==> src/rtl/ctrl_seq.sv <==
// Frame sequencer for the MAC convolution datapath.
// One registered FSM walks channels, list entries and taps.
module ctrl_seq #(
  parameter int NTAPS = 16,
  parameter int NLIST = 4,
  parameter int NCH   = 2,
  localparam int TW = (NTAPS > 1) ? $clog2(NTAPS) : 1,
  localparam int LW = (NLIST > 1) ? $clog2(NLIST) : 1,
  localparam int CW = (NCH > 1) ? $clog2(NCH) : 1
) (
  input  logic          clk,
  input  logic          rst,
  input  logic          start,
  input  logic          err_en,
  input  logic          in_valid,
  output logic          in_ready,
  output logic          out_valid,
  input  logic          out_ready,
  output logic          pc_clr,
  output logic          pc_incr,
  output logic          fetch,
  output logic          h_init,
  output logic          a_init,
  output logic          cnt,
  output logic          res_err,
  output logic          rf_rw,
  output logic          get_reg,
  output logic          new_in,
  output logic          new_out,
  output logic [TW-1:0] tap_idx,
  output logic [LW-1:0] lst_idx,
  output logic [CW-1:0] ch_idx,
  output logic          busy,
  output logic          done
);

  typedef enum logic [3:0] {
    S_IDLE,
    S_ALLOC,
    S_LOAD,
    S_CONV,
    S_RES,
    S_ERR,
    S_INCR,
    S_OUT,
    S_IN
  } state_t;

  localparam logic [TW-1:0] TAP_LAST = TW'(NTAPS - 1);
  localparam logic [LW-1:0] LST_LAST = LW'(NLIST - 1);
  localparam logic [CW-1:0] CH_LAST  = CW'(NCH - 1);

  state_t          state;
  state_t          state_nxt;
  logic [TW-1:0]   tap_nxt;
  logic [LW-1:0]   lst_nxt;
  logic [CW-1:0]   ch_nxt;
  logic            err_q;
  logic            err_nxt;
  logic            out_xfer;
  logic            in_xfer;

  // a reset cycle never completes a handshake
  assign out_xfer = out_ready & ~rst;
  assign in_xfer  = in_valid & ~rst;
  assign busy     = (state != S_IDLE);

  // state, index counters and latched error-enable
  always_ff @(posedge clk) begin
    if (rst) begin
      state   <= S_IDLE;
      tap_idx <= '0;
      lst_idx <= '0;
      ch_idx  <= '0;
      err_q   <= 1'b0;
    end else begin
      state   <= state_nxt;
      tap_idx <= tap_nxt;
      lst_idx <= lst_nxt;
      ch_idx  <= ch_nxt;
      err_q   <= err_nxt;
    end
  end

  // next state, counter updates and strobe decode
  always_comb begin
    state_nxt = state;
    tap_nxt   = tap_idx;
    lst_nxt   = lst_idx;
    ch_nxt    = ch_idx;
    err_nxt   = err_q;
    pc_clr    = 1'b0;
    pc_incr   = 1'b0;
    fetch     = 1'b0;
    h_init    = 1'b0;
    a_init    = 1'b0;
    cnt       = 1'b0;
    res_err   = 1'b0;
    rf_rw     = 1'b0;
    get_reg   = 1'b0;
    new_in    = 1'b0;
    new_out   = 1'b0;
    in_ready  = 1'b0;
    out_valid = 1'b0;
    done      = 1'b0;
    unique case (state)
      S_IDLE: begin
        if (start) begin
          state_nxt = S_ALLOC;
          tap_nxt   = '0;
          lst_nxt   = '0;
          ch_nxt    = '0;
          err_nxt   = err_en;
        end
      end
      S_ALLOC: begin
        fetch     = 1'b1;
        h_init    = 1'b1;
        state_nxt = S_LOAD;
      end
      S_LOAD: begin
        a_init    = 1'b1;
        get_reg   = 1'b1;
        tap_nxt   = '0;
        state_nxt = S_CONV;
      end
      S_CONV: begin
        cnt = 1'b1;
        if (tap_idx == TAP_LAST) begin
          tap_nxt   = '0;
          state_nxt = S_RES;
        end else begin
          tap_nxt = tap_idx + 1'b1;
        end
      end
      S_RES: begin
        res_err   = 1'b1;
        rf_rw     = 1'b1;
        state_nxt = err_q ? S_ERR : S_INCR;
      end
      S_ERR: begin
        rf_rw     = 1'b1;
        state_nxt = S_INCR;
      end
      S_INCR: begin
        pc_incr = 1'b1;
        if (lst_idx != LST_LAST) begin
          lst_nxt   = lst_idx + 1'b1;
          state_nxt = S_ALLOC;
        end else begin
          state_nxt = S_OUT;
        end
      end
      S_OUT: begin
        out_valid = 1'b1;
        if (out_xfer) begin
          new_out   = 1'b1;
          state_nxt = S_IN;
        end
      end
      S_IN: begin
        in_ready = 1'b1;
        if (in_xfer) begin
          pc_clr  = 1'b1;
          rf_rw   = 1'b1;
          get_reg = 1'b1;
          new_in  = 1'b1;
          lst_nxt = '0;
          if (ch_idx != CH_LAST) begin
            ch_nxt    = ch_idx + 1'b1;
            state_nxt = S_ALLOC;
          end else begin
            done      = 1'b1;
            state_nxt = S_IDLE;
          end
        end
      end
      default: begin
        state_nxt = S_IDLE;
      end
    endcase
  end

endmodule

==> config.mk <==
export PLATFORM = sky130hd
export DESIGN_NAME = ctrl_seq
export DESIGN_NICKNAME = d
export VERILOG_FILES = /design/src/rtl/ctrl_seq.sv
export SDC_FILE = /design/constraint.sdc
export NUM_CORES = 1
export LEC_CHECK = 0
export BUFFER_PORTS_ARGS = -buffer_cell sky130_fd_sc_hd__clkbuf_2
export CORE_MARGIN = 3
export CORE_UTILIZATION = 51
export DETAILED_ROUTE_END_ITERATION = 7
export GPL_TIMING_DRIVEN = 0
export HOLD_SLACK_MARGIN = 0.08
export PLACE_DENSITY_LB_ADDON = 0.2
export SLEW_MARGIN = 10
export SYNTH_ARGS = -nofsm -noshare
export SYNTH_HDL_FRONTEND = slang
export SYNTH_SLANG_ARGS = --single-unit
==> constraint.sdc <==
create_clock -name clk -period 4 [get_ports clk]
set_clock_uncertainty 0.05 [all_clocks]
set_input_delay 0.4 -clock clk [delete_from_list [all_inputs] [get_ports clk]]
set_output_delay 0.4 -clock clk [all_outputs]
set_load 0.05 [all_outputs]
# Yosys cells after proc, flatten, opt, wreduce, memory -nomap -nowiden
# Index checks and enable logic that the tools add are counted.
totals:
  reg_bits: 12
  input_bits: 6
  out_inout_bits: 22
  elab_cells: 72
op_classes:
  add_sub_neg: 3
  n_eq_ne: 15
  mux: 35
  bitwise: 3
  n_reduce_logical: 11
op_table:
  columns: ["operator", "count"]
  rows:
  - ["4-bit case mux with 9 select lines", 1]
  - ["4-bit two-way mux", 6]
  - ["1-bit two-way mux", 18]
  - ["4-bit by 3-bit equality test with 1-bit output, second input constant", 4]
  - ["2-bit inequality test, second input constant", 6]
  - ["4-bit case mux with 3 select lines", 1]
  - ["4-bit by 2-bit equality test with 1-bit output, second input constant", 2]
  - ["4-bit equality test, second input constant", 2]
  - ["2-bit two-way mux", 4]
  - ["4-bit AND reduction", 2]
  - ["1-bit case mux with 2 select lines", 3]
  - ["2-bit case mux with 3 select lines", 1]
  - ["3-bit nonzero test", 2]
  - ["4-bit by 1-bit adder with 4-bit output, second input constant", 1]
  - ["4-bit by 1-bit equality test with 1-bit output, second input constant", 1]
  - ["4-bit logical NOT", 1]
  - ["2-bit AND reduction", 2]
  - ["4-bit nonzero test", 1]
  - ["3-bit two-way mux", 1]
  - ["3-bit AND reduction", 1]
  - ["2-bit by 1-bit adder with 2-bit output, second input constant", 1]
  - ["1-bit bitwise AND", 2]
  - ["2-bit nonzero test", 1]
  - ["2-bit OR reduction", 1]
  - ["other kinds (2)", 2]

# Longest topological paths before layout
# Gate-level depths: netlist of run 1.
logic_depth:
  depth_word: 4
  mapped_depth: 5
  depth_no_buf: 5

# Worst setup path before layout of run 1
# OpenSTA, ideal clock, no wires.
synth_timing:
  kind: "reg2out"
  startpoint: "reg state[3]"
  endpoint: "out get_reg"
  t_arrival_ns: 2.670
  required_time_ns: 3.550
  setup_slack_ns: 0.880
  stages_incl_launch_ff: 4
  path_buffers: 1
  cell_sequence: "dfxtp_1 > clkbuf_1 > nor4_1 > nand2b_1"
synth_between:
  elab_chain_len: 2
  word_cells_on_any_way: 3
  classes_between: "eq/ne (2); mux (1)"
synth_rtl:
  columns: ["element", "line_no", "text"]
  rows:
  - ["start, declared", "53", "state_t state;"]
  - ["start signal, assigned", "77", "state <= state_nxt;"]
  - ["4-bit equality test / 4-bit by 2-bit equality test with 1-bit output (equally long branches)", "106", "unique case (state)"]
  - ["1-bit case mux with 2 select lines (*)", "106", null]
  - ["end, declared", "27", "output logic get_reg,"]
# Mark *: on every way between the ends. The rest lies on a longest branch, timed or not.

# Final worst setup path of run 1
layout_timing:
  startpoint: "reg state[1]"
  endpoint: "out pc_clr"
layout_between:
  elab_chain_len: 2
layout_rtl:
  columns: ["element", "line_no", "text"]
  rows:
  - ["4-bit equality test", "106", null]
  - ["1-bit two-way mux", "106", null]
  - ["end, declared", "19", "output logic pc_clr,"]
# Every way passes these cells.

==> flow_summary.yaml, run 1 <==
route:
  avgViaCountPerCell: 5.65
  totalWireLength_mm: 1.82
  detail_route.first_pass.iterations: 4
  detailedRoute.firstIterationViolations: 30
  route.detailed.drc: 0
  avgRoutedWirePerCell_um: 12.4
  remaining_antenna_violation_count: 0
  vias: 831
clocking:
  cts.clk_slew.worst_paths_ns: 0.07
  cts-root-buf: "sky130_fd_sc_hd__clkbuf_4"
  cts_resized: 0
  cts_buffers: 3
  post_cts_buffers: 0
  clock_insertion_delay_worst_skew_ns: 0.27
  number_of_buffers_between_clock_root_and_the_deepest_sink: 2
  cts_tree: "yes"
  clkSinkCount: 12
  cts-htree-levels: 1
  quantity_of_hold_fixing_buffers_added_after_cts: 0
grt:
  grt_use_total_pct: 21.8
  number_of_global_route_vias_before_repair: 743
  largest_net_degree_at_the_start_of_global_routing: 11
  grt.overflow.total: 0
  grt_pass1_wl_mm: 3.28
  number_of_antenna_violations_at_the_first_check_in_global_routing: 0
critical_path:
  timing.critical_path.arrival_ns: 1.97
  critPathMaxStageDelay_ns: 0.51
  timing.critical_path.required_ns: 3.55
  slowest_stage: "sky130_fd_sc_hd__or4_4"
  end_kind: "primary output"
  timing_worst_setup_path_type: "register to primary output"
  path_cells: "buf_6, or2_4, or4_4, inv_1, buf_4, clkbuf_2"
  critical_path.max_fanout: 10
  crit_path_start_kind: "register"
power_and_ir_drop:
  comb_power_share_pct: 44.2
  power_density_nw_per_um2: 388
  netSwitchingPower_uw: 162
  power_switching_share_pct: 43.4
  static-leakage-power_uw: 0.000473
  report.power.total_uw: 373
  p_seq_share_pct: 35.8
  pwr-share-clk_pct: 20.0
  p_int_uw: 211
  ir_worst_vdd_mv: 0.303
yosys:
  synth-seq-cells: 12
  synth_area_per_cell_um2: 7.69
  synth.yosys.seq_area_share_pct: 30.6
  synthesis.instances: 102
  synth_async_sr_flop_share_pct: 0
  postSynthNetCount: 110
  yosys-top-cells-area: "sky130_fd_sc_hd__dfxtp_1 31%, sky130_fd_sc_hd__nor2_1 6.7%, sky130_fd_sc_hd__nand2b_1 4.8%, sky130_fd_sc_hd__a21oi_1 4.5%, sky130_fd_sc_hd__o21ai_0 3.8%"
  yosys_top_cell_by_area: "sky130_fd_sc_hd__dfxtp_1"
  synth_top_area_share_pct: 30.6
  synth_edf_count: 0
  synth.yosys.warnings: 0
  ys.flop_type: "sky130_fd_sc_hd__dfxtp_1"
  post_synth_num_cell_types: 37
  netlist_area_um2: 785
final_layout:
  flow.area_growth_from_synthesis_pct: 22.5
  antenna_cells: 0
  drive_above_1_share_pct: 29.5
  final-instance-count-excl-fill: 147
  filler_cell_count: 129
  final_std_cell_area_no_fill_um2: 961
  finish.net_count: 142
flow_run:
  max_cap_violations: 0
floorplanning:
  fp.dieW_um: 45.2
  core_area_um2: 1370
  fp-row-count: 13
  chipHeight_um: 45.2
  start_util_pct: 57.4
  ioPinCount: 28
  fp.dieArea_um2: 2040
place:
  dp.cells: 144
  post-dp-hpwl_mm: 1.43
  finalWeightedCongestion: 0.817
  postPlaceCellArea_um2: 938
  placement.io_buffers: 27
sta:
  worstMarginPinSlew_ns: 0.507
  timing_max_transition_violations_final: 0
  setup_tns_ns: 0
  layout_worst_path_cycle_share_pct: 60.5
  fmax_ghz: 0.413
  final-setup-viol-count: 0
  layout_min_cycle_time_ns: 2.42
  slew-limit-headroom_pct: 66.0
  rsz0062_at_grt: "false"
  timing_hold_violations_final: 0
run_status:
  outcome: "complete, no violations"
hold_path:
  hold_path.class: "input pin to register"
[worst max-delay path, delay by kind of cell, from the launching register on]
family,cells,cell delay (ns)
DFF,1,0.33
and+or+nand+nor,2,0.77
buffers and inverters,4,0.60
[path summary, 6_finish.rpt]
check              from    endpoint  slack [ns]  cells past startpoint
min reg2reg  tap_idx[3]  tap_idx[3]        0.48                      2
max            state[1]      pc_clr        1.58                      6
min              err_en       err_q        0.31                      3
max reg2reg    state[1]  lst_idx[1]        2.43                      5
[placed cells by master, fill, tap and decap left out, drive strengths merged, types with 2 or more instances in the layout]
| cell type | count |
|---|---|
| a31oi | 2 |
| nor2 | 15 |
| a21oi | 7 |
| nand3b | 3 |
| nand2 | 3 |
| o21ai | 6 |
| nand2b | 6 |
| or2 | 2 |
| a211o | 3 |
| inv | 8 |
| mux2i | 2 |
| nand3 | 3 |
| nor2b | 4 |
| buf | 5 |
| clkbuf | 32 |
| ha | 2 |
| or4 | 2 |
| dfxtp | 12 |
| nor3 | 2 |
[registers in the layout, indices dropped and copies added, names as in the netlist]
| name | count |
|---|---|
| tap_idx | 4 |
| err_q | 1 |
| lst_idx | 2 |
| ch_idx | 1 |
| state | 4 |
[cell type report]
class	instances	area, µm²	share of cell area, %
Multi-Input combinational cell	75	469	48.8
Sequential cell	12	240	25.0
Timing Repair Buffer	27	135	14.1
Buffer	7	45.0	4.69
Inverter	8	30.0	3.12
Clock buffer	3	22.5	2.34
Tap cell	15	18.8	1.95
[metrics by stage]
stage	hold WS, ns	utilization (%)	worst slack [ns]
floorplan	0.438	-	0.880
global placement	0.454	68.7	1.89
detailed placement	0.468	68.7	1.87
CTS	0.313	70.3	1.57
global route	0.374	70.3	1.49
finish	0.313	70.3	1.58
[logic make-up after synthesis]
group / count (synthesis) / share of synthesized area, %
flip-flops: 12 / 30.6
AND/OR/NAND/NOR: 46 / 33.5
AO/OA/AOI/OAI: 25 / 20.6
multiplexers: 2 / 2.55
adder cells (fa/ha/maj): 2 / 3.19
buffers and inverters: 15 / 9.57
[synth_stat cells, types with 2 or more instances]
cell,n
sky130_fd_sc_hd__nor2_1,14
sky130_fd_sc_hd__dfxtp_1,12
sky130_fd_sc_hd__inv_1,8
sky130_fd_sc_hd__a21oi_1,7
sky130_fd_sc_hd__nand2b_1,6
sky130_fd_sc_hd__o21ai_0,6
sky130_fd_sc_hd__nor2b_1,4
sky130_fd_sc_hd__a211o_1,3
sky130_fd_sc_hd__buf_4,3
sky130_fd_sc_hd__nand2_1,3
sky130_fd_sc_hd__nand3_1,3
sky130_fd_sc_hd__nand3b_1,3
sky130_fd_sc_hd__a31oi_1,2
sky130_fd_sc_hd__clkbuf_1,2
sky130_fd_sc_hd__ha_1,2
sky130_fd_sc_hd__mux2i_1,2
sky130_fd_sc_hd__nor3_1,2
[routing by layer]
metal | vias to the layer above | routed length, µm | part of all wire, % | global-route usage (%)
li1 | 416 | - | - | -
met1 | 377 | 762 | 42 | 29.7
met2 | 33 | 888 | 49 | 33.3
met3 | 5 | 138 | 7.6 | 3.59
met4 | 0 | 32 | 1.8 | 9.94
met5 | - | 0 | 0 | 0
[power groups by stage]
| stage | sequential (µW) | clock [µW] | combinational (µW) |
|---|---|---|---|
| floorplan | 137 | 0 | 130 |
| global placement | 136 | 0 | 163 |
| detailed placement | 136 | 0 | 165 |
| CTS | 133 | 76.4 | 165 |
| global route | 135 | 78.0 | 179 |
| finish | 133 | 74.5 | 165 |
No activity file was read; power rests on OpenSTA's default activity.
==> run 2, diff against run 1 <==
Settings changed: ABC_AREA from default to 1, CORE_UTILIZATION 51 to 47.
Clock period 4 ns to 2.5 ns, I/O delays scaled along.
==> run 2 against run 1 <==
Critical path depth up 2. Setup slack worse by 1.2 ns. Sequential cell count stayed put. Die area increased by 6.2%. Register-to-register slack got worse by 1.3 ns. Worst hold slack worse by 0.20 ns. Synthesized cell count grew 21%. Total power is 140% higher. Utilization fell by 6.9 points. Sequential power increased by 91%. Design area up 0.52%. Final cell count up 15%. Highest routed layer unchanged.
==> flow_summary.yaml, run 2 <==
hold_path:
  hold_path.class: "input pin to register"
  hold_crit_depth: 2
sta:
  layout_min_cycle_time_ns: 2.12
  timing_hold_violations_final: 0
  layout_worst_path_cycle_share_pct: 84.8
  final-setup-viol-count: 0
  worst_slack_ns: 0.380
  rsz0062_at_grt: "false"
  final.hold.worst_slack_ns: 0.112
  setup_tns_ns: 0
  slew-limit-headroom_pct: 80.4
  timing_max_transition_violations_final: 0
  worstMarginPinSlew_ns: 0.293
  fmax_ghz: 0.472
grt:
  grt.overflow.total: 0
  met3_usage_pct: 2.34
  number_of_global_route_vias_before_repair: 738
  global_route.usage.met1_pct: 24.1
  largest_net_degree_at_the_start_of_global_routing: 11
  globalRoute.busiestLayer: "met2"
  grt_pass1_wl_mm: 2.95
  grt_use_total_pct: 18.9
  number_of_antenna_violations_at_the_first_check_in_global_routing: 0
  use_met2_pct: 30.2
yosys:
  synth_top_area_share_pct: 31.0
  synthesis.instances: 123
  netlist_area_um2: 774
  synth_async_sr_flop_share_pct: 0
  yosys_top_cell_by_area: "sky130_fd_sc_hd__dfxtp_1"
  synth_edf_count: 0
  yosys-top-cells-count: "33 x sky130_fd_sc_hd__nand2_1, 16 x sky130_fd_sc_hd__nor2_1, 15 x sky130_fd_sc_hd__inv_1"
  post_synth_num_cell_types: 19
  synth.yosys.warnings: 0
  postSynthNetCount: 131
  ys.flop_type: "sky130_fd_sc_hd__dfxtp_1"
  yosys-top-cells-area: "sky130_fd_sc_hd__dfxtp_1 31%, sky130_fd_sc_hd__nand2_1 16%, sky130_fd_sc_hd__nor2_1 7.8%, sky130_fd_sc_hd__inv_1 7.3%, sky130_fd_sc_hd__nand3_1 7.1%"
  library_cell_with_the_highest_instance_count_after_synthesis: "sky130_fd_sc_hd__nand2_1"
  synth_area_per_cell_um2: 6.30
  synth-seq-cells: 12
  synth.yosys.seq_area_share_pct: 31.0
final_layout:
  seqCellArea_um2: 240
  layout_common_cells: "33 x sky130_fd_sc_hd__nand2_1, 26 x sky130_fd_sc_hd__clkbuf_2, 16 x sky130_fd_sc_hd__nor2_1, 15 x sky130_fd_sc_hd__inv_1, 12 x sky130_fd_sc_hd__dfxtp_1"
  reg.largest.list: "state x4, tap_idx x4, lst_idx x2"
  flow.area_growth_from_synthesis_pct: 24.7
  final-instance-count-excl-fill: 169
  filler_cell_count: 161
  finish.net_count: 162
  antenna_cells: 0
  multi_input_comb_area_um2: 453
  drive_above_1_share_pct: 27.5
  layout.cells.most_common: "sky130_fd_sc_hd__nand2_1"
critical_path:
  path_cells: "nor2_1, nand3_1, nand2_2, inv_1, nand2_2, inv_1, buf_4, clkbuf_2"
  slowest_stage: "sky130_fd_sc_hd__dfxtp_1"
  timing.critical_path.required_ns: 2.20
  timing.critical_path.arrival_ns: 1.82
  critical_path.max_fanout: 7
  worst-r2r-cell-count: 7
  crit_path_start_kind: "register"
  worst_path_buf_inv: 4
  timing_worst_setup_path_type: "register to primary output"
  critical-path-top-delay-family: "simple AND/OR/NAND/NOR gates"
  cp_num_cells: 8
  critPathMaxStageDelay_ns: 0.38
  end_kind: "primary output"
clocking:
  number_of_buffers_between_clock_root_and_the_deepest_sink: 2
  cts_resized: 0
  cts_tree: "yes"
  clkSinkCount: 12
  quantity_of_hold_fixing_buffers_added_after_cts: 0
  cts-root-buf: "sky130_fd_sc_hd__clkbuf_4"
  cts-htree-levels: 1
  post_cts_buffers: 0
  clock_insertion_delay_worst_skew_ns: 0.28
  cts_buffers: 3
  cts.clk_slew.worst_paths_ns: 0.08
route:
  vias: 868
  remaining_antenna_violation_count: 0
  avgViaCountPerCell: 5.14
  detailedRoute.firstIterationViolations: 10
  totalWireLength_mm: 1.85
  detail_route.first_pass.iterations: 4
  avgRoutedWirePerCell_um: 11.0
  route.detailed.drc: 0
place:
  post-dp-hpwl_mm: 1.48
  dp.cells: 165
  placement.io_buffers: 26
  finalWeightedCongestion: 0.919
  dp_slack_ns: 0.683
floorplanning:
  ioPinCount: 28
  core_area_um2: 1520
  fp.dieArea_um2: 2170
  start_util_pct: 50.8
  fp.dieW_um: 46.6
  chipHeight_um: 46.6
  fp-row-count: 14
power_and_ir_drop:
  static-leakage-power_uw: 0.000535
  ir_worst_vdd_mv: 0.509
  power_density_nw_per_um2: 921
run_status:
  outcome: "complete, no violations"
flow_run:
  max_cap_violations: 0
run 2: cell types whose count changed after synthesis, moves of 3 or more:
cell	change
sky130_fd_sc_hd__nor2b_1	-4
sky130_fd_sc_hd__nand2b_1	-6
sky130_fd_sc_hd__nand3_1	+8
sky130_fd_sc_hd__inv_1	+7
sky130_fd_sc_hd__nand2_1	+30
sky130_fd_sc_hd__nor2_4	+3
sky130_fd_sc_hd__a21oi_1	+3
sky130_fd_sc_hd__a211o_1	-3
run 2: routing by layer:
metal | vias up | share of wire [%]
li1 | 450 | -
met1 | 384 | 47
met2 | 31 | 45
met3 | 3 | 7.2
met4 | 0 | 1.0
met5 | - | 0
run 2: path summary, 6_finish.rpt:
kind,from,end,slack [ns]
max,state[0],pc_clr,0.38
min,rst,ch_idx,0.11
max reg2reg,tap_idx[0],state[3],1.09
min reg2reg,err_q,err_q,0.44
run 2: report_power, final:
part           switching (µW)  total [µW]  internal, µW
clock network            74.7         163          88.7
logic                     353         472           119
registers                34.2         254           220
run 2: layout make-up:
type | instances | share of cell area, %
timing repair buffer | 26 | 13.5
inverter | 16 | 6.22
multi-input combinational | 92 | 46.9
sequential | 12 | 24.9
clock buffer | 4 | 3.76
buffer | 3 | 2.72
tap | 16 | 2.07
run 2: through the flow:
| stage | power, µW | utilization [%] | cell area, µm² |
|---|---|---|---|
| 2_1_floorplan | 636 | - | 779 |
| 3_3_place_gp | 721 | 61.0 | 930 |
| 3_5_place_dp | 731 | 61.0 | 930 |
| 4_1_cts | 892 | 63.4 | 966 |
| 5_1_grt | 947 | 63.4 | 966 |
| 6_report | 890 | 63.4 | 966 |
run 2: cell families after synthesis:
logic type      count (synthesis)  synth area share (%)
simple gates                   74                  43.8
xor+xnor                        1                  1.13
compound gates                 15                  9.69
flops                          12                  31.0
buf+inv                        19                  11.1
fa+ha+maj                       2                  3.23
run 2: worst reg2reg max path, stage by stage (launching register included):
cell and delay (ns):
sky130_fd_sc_hd__dfxtp_1 0.42, sky130_fd_sc_hd__ha_1 0.21, sky130_fd_sc_hd__nand3_1 0.12, sky130_fd_sc_hd__nand3_1 0.09, sky130_fd_sc_hd__nand2_1 0.10, sky130_fd_sc_hd__nor2_1 0.15
sky130_fd_sc_hd__nand2_1 0.09, sky130_fd_sc_hd__a21oi_1 0.12
